## config.mk

```make
export PLATFORM = sky130hd
export DESIGN_NAME = llpage_reader_flat
export DESIGN_NICKNAME = d
export VERILOG_FILES = /design/src/rtl/llpage_reader_if.sv /design/src/rtl/llpage_reader.sv /design/src/flat_wrapper.sv
export SDC_FILE = /design/constraint.sdc
export NUM_CORES = 1
export LEC_CHECK = 0
export CELL_PAD_IN_SITES_DETAIL_PLACEMENT = 0
export CELL_PAD_IN_SITES_GLOBAL_PLACEMENT = 1
export CORE_MARGIN = 2
export CORE_UTILIZATION = 36
export CTS_CLUSTER_DIAMETER = 60
export DETAILED_ROUTE_END_ITERATION = 12
export PLACE_DENSITY_LB_ADDON = 0.12
export RECOVER_POWER = 25
export SYNTH_ARGS = -nofsm -noshare
export SYNTH_HDL_FRONTEND = slang
export SYNTH_SLANG_ARGS = --single-unit
```

## constraint.sdc

```tcl
create_clock -name clk -period 2.6 [get_ports clk]
set_input_delay 0.65 -clock clk [delete_from_list [all_inputs] [get_ports clk]]
set_output_delay 0.65 -clock clk [all_outputs]
set_load 0.02 [all_outputs]
```

## src/rtl/llpage_reader_if.sv

```systemverilog
// Handshake bundle between llpage_reader and its peers (descriptor source,
// page manager, downstream data reader). The reader uses the master modport.
interface llpage_reader_if #(
    parameter int lpsz = 8
);
    logic            c_srdy;
    logic            c_drdy;
    logic [lpsz-1:0] c_head_page;

    logic            rlp_srdy;
    logic            rlp_drdy;
    logic [lpsz-1:0] rlp_rd_page;

    logic            rlpr_srdy;
    logic            rlpr_drdy;
    logic [lpsz:0]   rlpr_data;

    logic            p_srdy;
    logic            p_drdy;
    logic [lpsz-1:0] p_page;
    logic            p_last;

    logic            drf_srdy;
    logic            drf_drdy;
    logic [lpsz-1:0] drf_page;

    modport master (
        input  c_srdy, c_head_page, rlp_drdy, rlpr_srdy, rlpr_data, p_drdy, drf_drdy,
        output c_drdy, rlp_srdy, rlp_rd_page, rlpr_drdy, p_srdy, p_page, p_last,
               drf_srdy, drf_page
    );

    modport slave (
        output c_srdy, c_head_page, rlp_drdy, rlpr_srdy, rlpr_data, p_drdy, drf_drdy,
        input  c_drdy, rlp_srdy, rlp_rd_page, rlpr_drdy, p_srdy, p_page, p_last,
               drf_srdy, drf_page
    );
endinterface

```

## src/rtl/llpage_reader.sv

```systemverilog
// Linked-list page reader: walks a packet's page chain, emits each page, then dereferences it.
// Optional loop guard enabled by defining LLREADER_LOOP_GUARD_EN.
module llpage_reader #(
    parameter int lpsz  = 8,
    parameter int lpdsz = lpsz + 1,
    parameter int pages = 256
) (
    input  logic            clk,
    input  logic            reset,
    llpage_reader_if.master bus,
    output logic            busy,
    output logic [lpsz:0]   pkt_pages,
    output logic            err
);
    localparam logic [lpsz:0] page_limit = (lpsz + 1)'(pages);

    typedef enum logic [2:0] {IDLE, RDLINK, WAITLINK, EMIT, FREE} state_t;

    state_t          state_q, state_d;
    logic [lpsz-1:0] cur_page_q, cur_page_d;
    logic [lpsz-1:0] nxt_page_q, nxt_page_d;
    logic            last_q, last_d;
    logic [lpsz:0]   page_cnt_q, page_cnt_d;
    logic [lpsz:0]   pkt_pages_q, pkt_pages_d;
    logic [lpdsz-1:0] link_word;

    assign link_word = bus.rlpr_data;

`ifdef LLREADER_LOOP_GUARD_EN
    logic err_q, err_d;
`endif

    always_ff @(posedge clk) begin
        if (reset) begin
            state_q     <= IDLE;
            cur_page_q  <= '0;
            nxt_page_q  <= '0;
            last_q      <= 1'b0;
            page_cnt_q  <= '0;
            pkt_pages_q <= '0;
`ifdef LLREADER_LOOP_GUARD_EN
            err_q       <= 1'b0;
`endif
        end else begin
            state_q     <= state_d;
            cur_page_q  <= cur_page_d;
            nxt_page_q  <= nxt_page_d;
            last_q      <= last_d;
            page_cnt_q  <= page_cnt_d;
            pkt_pages_q <= pkt_pages_d;
`ifdef LLREADER_LOOP_GUARD_EN
            err_q       <= err_d;
`endif
        end
    end

    always_comb begin
        state_d     = state_q;
        cur_page_d  = cur_page_q;
        nxt_page_d  = nxt_page_q;
        last_d      = last_q;
        page_cnt_d  = page_cnt_q;
        pkt_pages_d = pkt_pages_q;
`ifdef LLREADER_LOOP_GUARD_EN
        err_d       = 1'b0;
`endif
        case (state_q)
            IDLE: begin
                if (bus.c_srdy) begin
                    cur_page_d = bus.c_head_page;
                    page_cnt_d = '0;
                    state_d    = RDLINK;
                end
            end
            RDLINK: begin
                if (bus.rlp_drdy) state_d = WAITLINK;
            end
            WAITLINK: begin
                if (bus.rlpr_srdy) begin
                    nxt_page_d = link_word[lpsz-1:0];
                    last_d     = link_word[lpsz];
                    // Count saturates at the page pool size so it can never wrap.
                    page_cnt_d = (page_cnt_q >= page_limit) ? page_limit : page_cnt_q + 1'b1;
`ifdef LLREADER_LOOP_GUARD_EN
                    // More links than pages exist means the chain loops; cut it here.
                    if (page_cnt_q >= page_limit && !link_word[lpsz]) begin
                        last_d = 1'b1;
                        err_d  = 1'b1;
                    end
`endif
                    state_d = EMIT;
                end
            end
            EMIT: begin
                if (bus.p_drdy) state_d = FREE;
            end
            FREE: begin
                if (bus.drf_drdy) begin
                    if (last_q) begin
                        pkt_pages_d = page_cnt_q;
                        state_d     = IDLE;
                    end else begin
                        cur_page_d = nxt_page_q;
                        state_d    = RDLINK;
                    end
                end
            end
            default: state_d = IDLE;
        endcase
    end

    assign bus.c_drdy      = (state_q == IDLE);
    assign bus.rlp_srdy    = (state_q == RDLINK);
    assign bus.rlpr_drdy   = (state_q == WAITLINK);
    assign bus.p_srdy      = (state_q == EMIT);
    assign bus.drf_srdy    = (state_q == FREE);
    assign bus.rlp_rd_page = cur_page_q;
    assign bus.p_page      = cur_page_q;
    assign bus.p_last      = last_q;
    assign bus.drf_page    = cur_page_q;
    assign busy            = (state_q != IDLE);
    assign pkt_pages       = pkt_pages_q;

`ifdef LLREADER_LOOP_GUARD_EN
    assign err = err_q;
`else
    assign err = 1'b0;
`endif
endmodule

```

## src/flat_wrapper.sv

```systemverilog
// flat-port wrapper written by rule: the top's interface ports become plain ports
module llpage_reader_flat 
#(
    parameter int lpsz  = 8,
    parameter int lpdsz = lpsz + 1,
    parameter int pages = 256
)
  (clk, reset, busy, pkt_pages, err, bus_c_srdy, bus_c_head_page, bus_rlp_drdy, bus_rlpr_srdy, bus_rlpr_data, bus_p_drdy, bus_drf_drdy, bus_c_drdy, bus_rlp_srdy, bus_rlp_rd_page, bus_rlpr_drdy, bus_p_srdy, bus_p_page, bus_p_last, bus_drf_srdy, bus_drf_page);
  llpage_reader_if #(.lpsz(lpsz)) bus_i ();
  input  logic clk;
  input  logic reset;
  output logic busy;
  output logic [lpsz:0] pkt_pages;
  output logic err;
  input wire logic [$bits(bus_i.c_srdy)-1:0] bus_c_srdy;
  input wire logic [$bits(bus_i.c_head_page)-1:0] bus_c_head_page;
  input wire logic [$bits(bus_i.rlp_drdy)-1:0] bus_rlp_drdy;
  input wire logic [$bits(bus_i.rlpr_srdy)-1:0] bus_rlpr_srdy;
  input wire logic [$bits(bus_i.rlpr_data)-1:0] bus_rlpr_data;
  input wire logic [$bits(bus_i.p_drdy)-1:0] bus_p_drdy;
  input wire logic [$bits(bus_i.drf_drdy)-1:0] bus_drf_drdy;
  output wire logic [$bits(bus_i.c_drdy)-1:0] bus_c_drdy;
  output wire logic [$bits(bus_i.rlp_srdy)-1:0] bus_rlp_srdy;
  output wire logic [$bits(bus_i.rlp_rd_page)-1:0] bus_rlp_rd_page;
  output wire logic [$bits(bus_i.rlpr_drdy)-1:0] bus_rlpr_drdy;
  output wire logic [$bits(bus_i.p_srdy)-1:0] bus_p_srdy;
  output wire logic [$bits(bus_i.p_page)-1:0] bus_p_page;
  output wire logic [$bits(bus_i.p_last)-1:0] bus_p_last;
  output wire logic [$bits(bus_i.drf_srdy)-1:0] bus_drf_srdy;
  output wire logic [$bits(bus_i.drf_page)-1:0] bus_drf_page;
  assign bus_i.c_srdy = bus_c_srdy;
  assign bus_i.c_head_page = bus_c_head_page;
  assign bus_i.rlp_drdy = bus_rlp_drdy;
  assign bus_i.rlpr_srdy = bus_rlpr_srdy;
  assign bus_i.rlpr_data = bus_rlpr_data;
  assign bus_i.p_drdy = bus_p_drdy;
  assign bus_i.drf_drdy = bus_drf_drdy;
  assign bus_c_drdy = bus_i.c_drdy;
  assign bus_rlp_srdy = bus_i.rlp_srdy;
  assign bus_rlp_rd_page = bus_i.rlp_rd_page;
  assign bus_rlpr_drdy = bus_i.rlpr_drdy;
  assign bus_p_srdy = bus_i.p_srdy;
  assign bus_p_page = bus_i.p_page;
  assign bus_p_last = bus_i.p_last;
  assign bus_drf_srdy = bus_i.drf_srdy;
  assign bus_drf_page = bus_i.drf_page;
  llpage_reader #(.lpsz(lpsz), .lpdsz(lpdsz), .pages(pages)) u_core (.clk(clk), .reset(reset), .bus(bus_i), .busy(busy), .pkt_pages(pkt_pages), .err(err));
endmodule
```

Word-level counts from Yosys, hierarchy flattened
Cells that the tools add are included.

word-level totals
  register bits = 38
  input bits = 24
  output and inout bits = 41
  word-level logic and storage cells = 42

operators by class
  add/sub/neg operators = 1
  magnitude comparators = 1
  equal/unequal tests = 10
  multiplexer cells = 15
  reduce and logical (&&, ||, !) cells = 9

operators by type and width
  kind                   count
  $mux W9                3
  $mux W8                3
  $pmux W9 S2            1
  $pmux W8 S2            1
  $mux W3                5
  $pmux W3 S5            1
  $ne A2 B2 Y1 const B   6
  $add A9 B1 Y9 const B  1
  $ge A9 B9 Y1 const B   1
  $eq A3 B2 Y1 const B   2
  $reduce_and A3 Y1      2
  $reduce_and A5 Y1      1
  $reduce_and A4 Y1      1
  $reduce_bool A2 Y1     2
  $eq A3 B1 Y1 const B   1
  $eq A3 B3 Y1 const B   1
  $logic_not A3 Y1       1
  $reduce_bool A3 Y1     1
  $reduce_and A2 Y1      1
  $mux W1                1

Depth between registers and ports, before layout
Gate-level depths: netlist of run 1.

  depth after elaboration = 4
  gate-level depth with buffers = 6
  mapped depth without buffers = 5

Least setup slack after synthesis of run 1
No wires, ideal clock.

  kind = reg2out
  from = register u_core.state_q[2]
  to = output bus_c_drdy
  arrival = 1.143 ns
  required time = 1.950 ns
  path slack = 0.807 ns
  stages on the path, launching flop included = 4
  path buffers = 1
  cells stage by stage = dfxtp_1 -> buf_6 -> or3_1 -> inv_1

on the way
  cells in the longest elaborated chain, start to end = 1

RTL lines
  item                    RTL line              text
  from (decl)             llpage_reader.sv:19   state_t state_q, state_d;
  from (signal assigned)  llpage_reader.sv:45   state_q <= state_d;
  $logic_not A3 Y1        llpage_reader.sv:112  assign bus.c_drdy = (state_q == IDLE);
  to (decl)               flat_wrapper.sv:22    output wire logic [$bits(bus_i.c_drdy)-1:0] bus_c_drdy;

Every way passes these cells.

Worst setup path after layout of run 1
  from = register u_core.state_q[0]
  to = output bus_c_drdy

The elaborated chain is that of the path after synthesis.

==> impl_metrics.env, run 1 <==
export IMPL_worstSetupStartpoint="u_core.state_q[0]"
export IMPL_run_status="complete, no violations"
export IMPL_slowest_stage="clkdlybuf4s50_1"
export IMPL_finalNonFillerCells=336
export IMPL_drt_wl_total_mm=4.348
export IMPL_p_int_mw=1.040
export IMPL_clk_path_buf_depth=2
export IMPL_holdCritPathClass="reg -> reg"
export IMPL_min_period_ns=2.481
export IMPL_synth_top_area_cell="dfxtp_1"
export IMPL_hold_viol_final=0
export IMPL_hold_buffers=0
export IMPL_drv_cap=0
export IMPL_ant_nets=0
export IMPL_clock_power_share_pct=34.9
export IMPL_synthTopCellsByArea="dfxtp_1, mux2i_1, buf_4"
export IMPL_dp_hpwl_mm=3.283
export IMPL_drc_errors=0
export IMPL_cp_depth=3
export IMPL_areaGrowthSynthToFinish_pct=35.20
export IMPL_grt_setup_unrepaired="no"
export IMPL_synth_ff_type="dfxtp_1"
export IMPL_synth_cells=215
export IMPL_syn_avg_cell_area_um2=8.927
export IMPL_crit_buf_inv=2
export IMPL_io_buffers=63
export IMPL_grt_usage_pct=15.26
export IMPL_reg2reg_to="u_core.bus.drf_page[6]"
export IMPL_fp_dieW_um=77.02
export IMPL_tns_ns=0
export IMPL_regToRegSetupSlack_ns=0.71
export IMPL_initial_utilization_pct=37.34
export IMPL_coreArea_um2=5140
export IMPL_antenna_cells=0
export IMPL_fin_crit_sh_pct=95.43
export IMPL_n_fill_cell=544
export IMPL_max_freq_ghz=0.4030
export IMPL_post_cts_resized=0
export IMPL_async_reset_ff_share_pct=0
export IMPL_grt_pass1_wl_mm=7.341
export IMPL_fin_nets=291
export IMPL_critical_path_top_delay_family="buffers and inverters"
export IMPL_die_area_um2=5931
export IMPL_cp_arrival_ns=1.83
export IMPL_cts_buffers=5
export IMPL_vias=1594
export IMPL_cp_max_fo=15
export IMPL_leakage_nw=0.9114
export IMPL_reg2reg_from="u_core.state_q[2]"
export IMPL_grt_overflow=0
export IMPL_seq_power_share_pct=43.9
export IMPL_antenna_found_initial=0
export IMPL_die_y_um=77.02
export IMPL_netlist_area_um2=1919
export IMPL_p_comb_share_pct=21.1
export IMPL_critPathKind="reg -> out"
export IMPL_worst_slew_pin_slew_ns=0.6843
export IMPL_drive_above_1_share_pct=8.647
export IMPL_finClkSkew_ns=0.007235
export IMPL_io_pins=65
export IMPL_grt_pass1_vias=1502
export IMPL_synthDistinctLibCells=46
export IMPL_cts_sinks=38
export IMPL_max_slew_margin_pct=54.38
export IMPL_synth_top_area_share_pct=39.63
export IMPL_final_max_slew_viol_count=0
export IMPL_cts_tree="yes"
export IMPL_setup_viol=0
export IMPL_vdd_drop_max_v=0.0003087
export IMPL_ys_seq_elements=38
export IMPL_hold_slack_ns=0.4601
export IMPL_sw_frac_of_total_pct=27.24
export IMPL_synth_edff_count=0
export IMPL_root_buffer="clkbuf_8"
export IMPL_vias_per_cell=4.744
export IMPL_cp_start_kind="register"
export IMPL_gp_congestion=0.7322
export IMPL_avgRoutedWirePerCell_um=12.94
export IMPL_p_switching_uw=389.2
export IMPL_endpoint_kind="output pin"
export IMPL_fin_util_pct=50.49
export IMPL_ff2ff_path_depth=6
export IMPL_worstPathCellList="or3_1 > inv_1 > clkdlybuf4s50_1"
export IMPL_dp_cells=328
export IMPL_crit_end="bus_c_drdy"
export IMPL_num_rows=26
export IMPL_grt_max_degree=24
export IMPL_yosys_warnings=0
export IMPL_first_pass_iters=4
export IMPL_crit_required_ns=1.95
export IMPL_path_clk_slew_ns=0.08
export IMPL_ys_seq_area_share_pct=39.63
export IMPL_postCtsSetupBuffers=0
export IMPL_drt_iter0_markers=51
export IMPL_clk_insertion_delay_late_ns=0.29
export IMPL_slowest_delay_ns=0.60
export IMPL_synthesis_nets=241
export IMPL_cts_max_level=2
export IMPL_p_per_area_nw_per_um2=550.6
## power by group through the flow
stage | combinational [mW] | clock, mW | sequential (mW)
after floorplan | 0.188 | 0 | 0.650
after global placement | 0.309 | 0 | 0.641
after detailed placement | 0.310 | 0 | 0.642
after CTS | 0.311 | 0.522 | 0.628
after global routing | 0.325 | 0.545 | 0.633
final | 0.302 | 0.499 | 0.628
## cell families (layout without fill, tap and decap cells)
family,Yosys count,after routing,share of synthesized area (%)
muxes,18,18,9.452
DFF,38,38,39.63
AOI/OAI and AO/OA,39,39,14.47
buffers and inverters,34,85,11.80
xor gates and xnor gates,2,2,0.9128
other,1,1,0.1954
adders and majority gates,2,2,1.304
and+or+nand+nor,81,81,22.23
## flip-flops by register name (all words and copies together) (netlist names)
signal	cells
u_core.nxt_page_q	8
u_core.bus.drf_page	8
u_core.page_cnt_q	9
u_core.pkt_pages	9
u_core.state_q	3
u_core.bus.p_last	1
## tightest hold or removal path, cell delays in order (launching register included)
cell     delay, ns
dfxtp_1       0.32
nand2_1       0.05
a21oi_1       0.05
## per-layer routing
metal  wire length, µm  up-vias  GRT usage [%]
li1                  -      827              -
met1              2068      719          20.57
met2              1994       43          24.04
met3               246        5          4.118
met4                40        0          4.286
met5                 0        -              0
## cells in the final DEF, fill, tap and decap left out, types with 4 or more instances in the layout
| cell | n |
|---|---|
| a211oi_1 | 6 |
| a21oi_1 | 16 |
| buf_4 | 7 |
| clkbuf_8 | 5 |
| clkdlybuf4s50_1 | 60 |
| dfxtp_1 | 38 |
| inv_1 | 5 |
| mux2i_1 | 17 |
| nand2_1 | 27 |
| nor2_1 | 22 |
| nor3_1 | 4 |
| o21ai_0 | 4 |
## Yosys cell counts (2+ instances only)
cell	number
nor2_1	22
nand3_1	2
nor2b_1	2
nand4_1	2
mux2i_1	17
or4_1	2
dfxtp_1	38
and3_1	2
nand2_1	27
or3_1	3
buf_4	20
nand2b_1	2
and2_1	2
nor3b_2	2
ha_1	2
a211oi_1	6
inv_1	5
xor2_1	2
o21ai_0	4
a211oi_2	3
buf_6	3
clkbuf_1	5
o21ai_1	2
a21oi_1	15
nor3_1	4
## worst min-delay path by stage
| stage | from | endpoint | slack (ns) | cells after the start |
|---|---|---|---|---|
| finish | u_core.nxt_page_q[0] | u_core.nxt_page_q[0] | 0.46 | 2 |
| global placement | u_core.nxt_page_q[3] | u_core.nxt_page_q[3] | 0.45 | 2 |
| global route | u_core.nxt_page_q[0] | u_core.nxt_page_q[0] | 0.49 | 2 |
| detailed placement | u_core.nxt_page_q[3] | u_core.nxt_page_q[3] | 0.45 | 2 |
| CTS | u_core.nxt_page_q[0] | u_core.nxt_page_q[0] | 0.46 | 2 |
| floorplan | u_core.nxt_page_q[0] | u_core.nxt_page_q[0] | 0.44 | 2 |
## area by class of cell
type                            count  area [µm²]  area share [%]
Multi-Input combinational cell    143       923.4           35.58
Sequential cell                    38       760.7           29.32
Timing Repair Buffer               72       690.7           26.62
Tap cell                           70       87.58           3.375
Clock buffer                        5       68.82           2.652
Clock inverter                      3       45.04           1.736
Inverter                            5       18.77          0.7232
## metrics by stage
stage	setup slack [ns]	power [mW]	area [µm²]
global route	0.01135	1.503	2595
finish	0.1188	1.429	2595
detailed placement	0.2175	0.9519	2497
CTS	0.1109	1.461	2611
floorplan	0.8071	0.8383	1919
global placement	0.2613	0.9498	2497
Power figures use the tool's default switching activity.
==> run 2, diff against run 1 <==
--- a/config.mk
+++ b/config.mk
@@ -5,12 +5,14 @@
 export SDC_FILE = /design/constraint.sdc
 export NUM_CORES = 1
 export LEC_CHECK = 0
+export ABC_AREA = 1
 export CELL_PAD_IN_SITES_DETAIL_PLACEMENT = 0
 export CELL_PAD_IN_SITES_GLOBAL_PLACEMENT = 1
 export CORE_MARGIN = 2
-export CORE_UTILIZATION = 36
+export CORE_UTILIZATION = 34
 export CTS_CLUSTER_DIAMETER = 60
 export DETAILED_ROUTE_END_ITERATION = 12
+export GPL_ROUTABILITY_DRIVEN = 0
 export PLACE_DENSITY_LB_ADDON = 0.12
 export RECOVER_POWER = 25
 export SYNTH_ARGS = -nofsm -noshare
==> impl_metrics.env, run 2 <==
export IMPL_run_status="complete, no violations"
export IMPL_synth_ff_type="dfxtp_1"
export IMPL_setup_viol=0
export IMPL_synthDistinctLibCells=29
export IMPL_ff2ff_path_depth=8
export IMPL_antenna_found_initial=0
export IMPL_syn_avg_cell_area_um2=7.028
export IMPL_cts_sinks=38
export IMPL_max_freq_ghz=0.4324
export IMPL_grt_pass1_wl_mm=7.203
export IMPL_vias=1764
export IMPL_yosys_top_cells_count="nand2_1, nor2_1, dfxtp_1"
export IMPL_die_y_um=79.26
export IMPL_dp_hpwl_mm=3.205
export IMPL_ys_seq_elements=38
export IMPL_synthesis_nets=300
export IMPL_hold_slack_ns=0.4437
export IMPL_min_period_ns=2.313
export IMPL_cp_max_fo=7
export IMPL_final_max_slew_viol_count=0
export IMPL_grt_overflow=0
export IMPL_endpoint_kind="output pin"
export IMPL_fp_dieW_um=79.26
export IMPL_postCtsSetupBuffers=0
export IMPL_synth_cells=274
export IMPL_fin_nets=348
export IMPL_cp_start_kind="register"
export IMPL_path_clk_slew_ns=0.07
export IMPL_ant_nets=0
export IMPL_worst_slew_pin_slew_ns=0.5883
export IMPL_max_slew_margin_pct=60.67
export IMPL_final_cell_mix="clkdlybuf4s50_1, nand2_1, nor2_1, dfxtp_1, inv_1"
export IMPL_synthTopCellsByArea="dfxtp_1, nand2_1, nor2_1"
export IMPL_worstPathCellList="inv_4 > nor2_8 > clkdlybuf4s50_1"
export IMPL_post_cts_resized=0
export IMPL_drt_wl_total_mm=4.426
export IMPL_die_area_um2=6281
export IMPL_reg2reg_to="u_core.page_cnt_q[6]"
export IMPL_synth_top_area_cell="dfxtp_1"
export IMPL_grt_max_degree=30
export IMPL_sw_frac_of_total_pct=43.55
export IMPL_cts_max_level=2
export IMPL_reg2reg_from="u_core.state_q[2]"
export IMPL_root_buffer="clkbuf_8"
export IMPL_worstSetupStartpoint="u_core.state_q[2]"
export IMPL_antenna_cells=0
export IMPL_first_pass_iters=4
export IMPL_synth_edff_count=0
export IMPL_holdCritPathClass="reg -> reg"
export IMPL_num_rows=27
export IMPL_hold_buffers=0
export IMPL_finClkSkew_ns=0.008665
export IMPL_avgRoutedWirePerCell_um=11.21
export IMPL_grt_pass1_vias=1571
export IMPL_p_int_mw=1.564
export IMPL_coreArea_um2=5473
export IMPL_cts_buffers=5
export IMPL_crit_required_ns=1.95
export IMPL_drt_iter0_markers=58
export IMPL_tns_ns=0
export IMPL_seq_power_share_pct=30.6
export IMPL_async_reset_ff_share_pct=0
export IMPL_vias_per_cell=4.466
export IMPL_synth_top_area_share_pct=39.51
export IMPL_p_switching_mw=1.207
export IMPL_regToRegSetupSlack_ns=0.60
export IMPL_drv_cap=0
export IMPL_vdd_drop_max_v=0.0004482
export IMPL_fin_crit_sh_pct=88.95
export IMPL_crit_end="bus_drf_srdy"
export IMPL_clock_power_share_pct=15.3
export IMPL_p_per_area_nw_per_um2=1077
export IMPL_initial_utilization_pct=35.19
export IMPL_n_fill_cell=602
export IMPL_drive_above_1_share_pct=6.502
export IMPL_slowest_stage="clkdlybuf4s50_1"
export IMPL_grt_usage_pct=14.38
export IMPL_clk_insertion_delay_late_ns=0.29
export IMPL_slowest_delay_ns=0.62
export IMPL_io_buffers=63
export IMPL_netlist_area_um2=1926
export IMPL_leakage_nw=1.042
export IMPL_critPathKind="reg -> out"
export IMPL_yosys_warnings=0
export IMPL_p_comb_share_pct=54.1
export IMPL_yosys_cell_count_top_type="nand2_1"
export IMPL_layout_commonest_cell="clkdlybuf4s50_1"
export IMPL_drc_errors=0
export IMPL_areaGrowthSynthToFinish_pct=33.53
export IMPL_io_pins=65
export IMPL_grt_setup_unrepaired="no"
export IMPL_hold_viol_final=0
export IMPL_cts_tree="yes"
export IMPL_cp_arrival_ns=1.66
export IMPL_clk_path_buf_depth=2
export IMPL_ys_seq_area_share_pct=39.51
run 2: changes by cell type in the layout (fill, tap and decap cells not counted), sizes merged, moves of 3 or more:
cell / change
mux2i: -17
nand3: +10
nor3: -3
inv: +32
a211oi: -10
nand2: +24
nor2: +22
o21ai: +31
or3: -3
nor3b: -3
buf: -6
a21oi: +7
run 2: power by group through the flow:
| stage | Clock [mW] | Combinational [mW] | Sequential, mW |
|---|---|---|---|
| after floorplan | 0 | 1.00 | 0.920 |
| after global placement | 0 | 1.53 | 0.856 |
| after detailed placement | 0 | 1.54 | 0.862 |
| after CTS | 0.447 | 1.54 | 0.850 |
| after global routing | 0.470 | 1.63 | 0.871 |
| final | 0.425 | 1.50 | 0.847 |
run 2: how the worst min path moves through the flow:
stage / from / endpoint / slack [ns] / depth (start not counted)
2_1_floorplan: u_core.nxt_page_q[0] / u_core.nxt_page_q[0] / 0.43 / 2
3_3_place_gp: u_core.pkt_pages[8] / u_core.pkt_pages[8] / 0.43 / 2
3_5_place_dp: u_core.pkt_pages[7] / u_core.pkt_pages[7] / 0.44 / 2
4_1_cts: u_core.pkt_pages[8] / u_core.pkt_pages[8] / 0.45 / 2
5_1_grt: u_core.nxt_page_q[2] / u_core.nxt_page_q[2] / 0.48 / 2
6_report: u_core.pkt_pages[1] / u_core.pkt_pages[1] / 0.44 / 2
run 2: cell type report:
type                       count  area [µm²]  area share, %
clock buffer                   6       82.58          3.212
clock inverter                 2       12.51         0.4866
multi-input combinational    176       833.3          32.41
sequential                    38       760.7          29.59
tap                           72       90.09          3.504
timing repair buffer          64       650.6          25.30
inverter                      37       141.4          5.499
run 2: cell families after synthesis:
logic type / Yosys count / synth area share (%)
fa+ha+maj: 2 / 1.299
xor+xnor: 1 / 0.4549
buf+inv: 60 / 15.79
simple gates: 111 / 26.77
flops: 38 / 39.51
compound gates: 61 / 15.98
other cells: 1 / 0.1947
run 2: stage by stage:
step	worst slack, ns	instances	utilization, %	cell area [µm²]	power (mW)
floorplan	1.093	274	-	1926	1.920
global placement	0.5200	387	45.75	2504	2.389
detailed placement	0.5258	387	45.75	2504	2.398
CTS	0.2552	395	47.49	2599	2.835
global route	0.1818	395	46.98	2571	2.971
finish	0.2872	395	46.98	2571	2.770
run 2: layer usage:
layer	global-route usage, %	part of all wire, %	routed length [µm]	up-vias
met3	3.977	5.6	247	8
met5	0	0	0	-
met2	22.71	44	1949	46
met1	18.91	49	2153	768
met4	4.828	1.7	75	0
li1	-	-	-	942
run 2: critical path: cells and delay by family, from the launching register on:
kind / cells / cell delay, ns
buf+inv: 2 / 0.72
flops: 1 / 0.50
simple gates: 1 / 0.16
==> run 3, diff against run 2 <==
--- a/config.mk
+++ b/config.mk
@@ -12,9 +12,9 @@
 export CORE_UTILIZATION = 34
 export CTS_CLUSTER_DIAMETER = 60
 export DETAILED_ROUTE_END_ITERATION = 12
-export GPL_ROUTABILITY_DRIVEN = 0
 export PLACE_DENSITY_LB_ADDON = 0.12
 export RECOVER_POWER = 25
+export SLEW_MARGIN = 20
 export SYNTH_ARGS = -nofsm -noshare
 export SYNTH_HDL_FRONTEND = slang
 export SYNTH_SLANG_ARGS = --single-unit
==> results of run 3 <==
No change in the layout: final DEF, timing and power equal those of run 2.
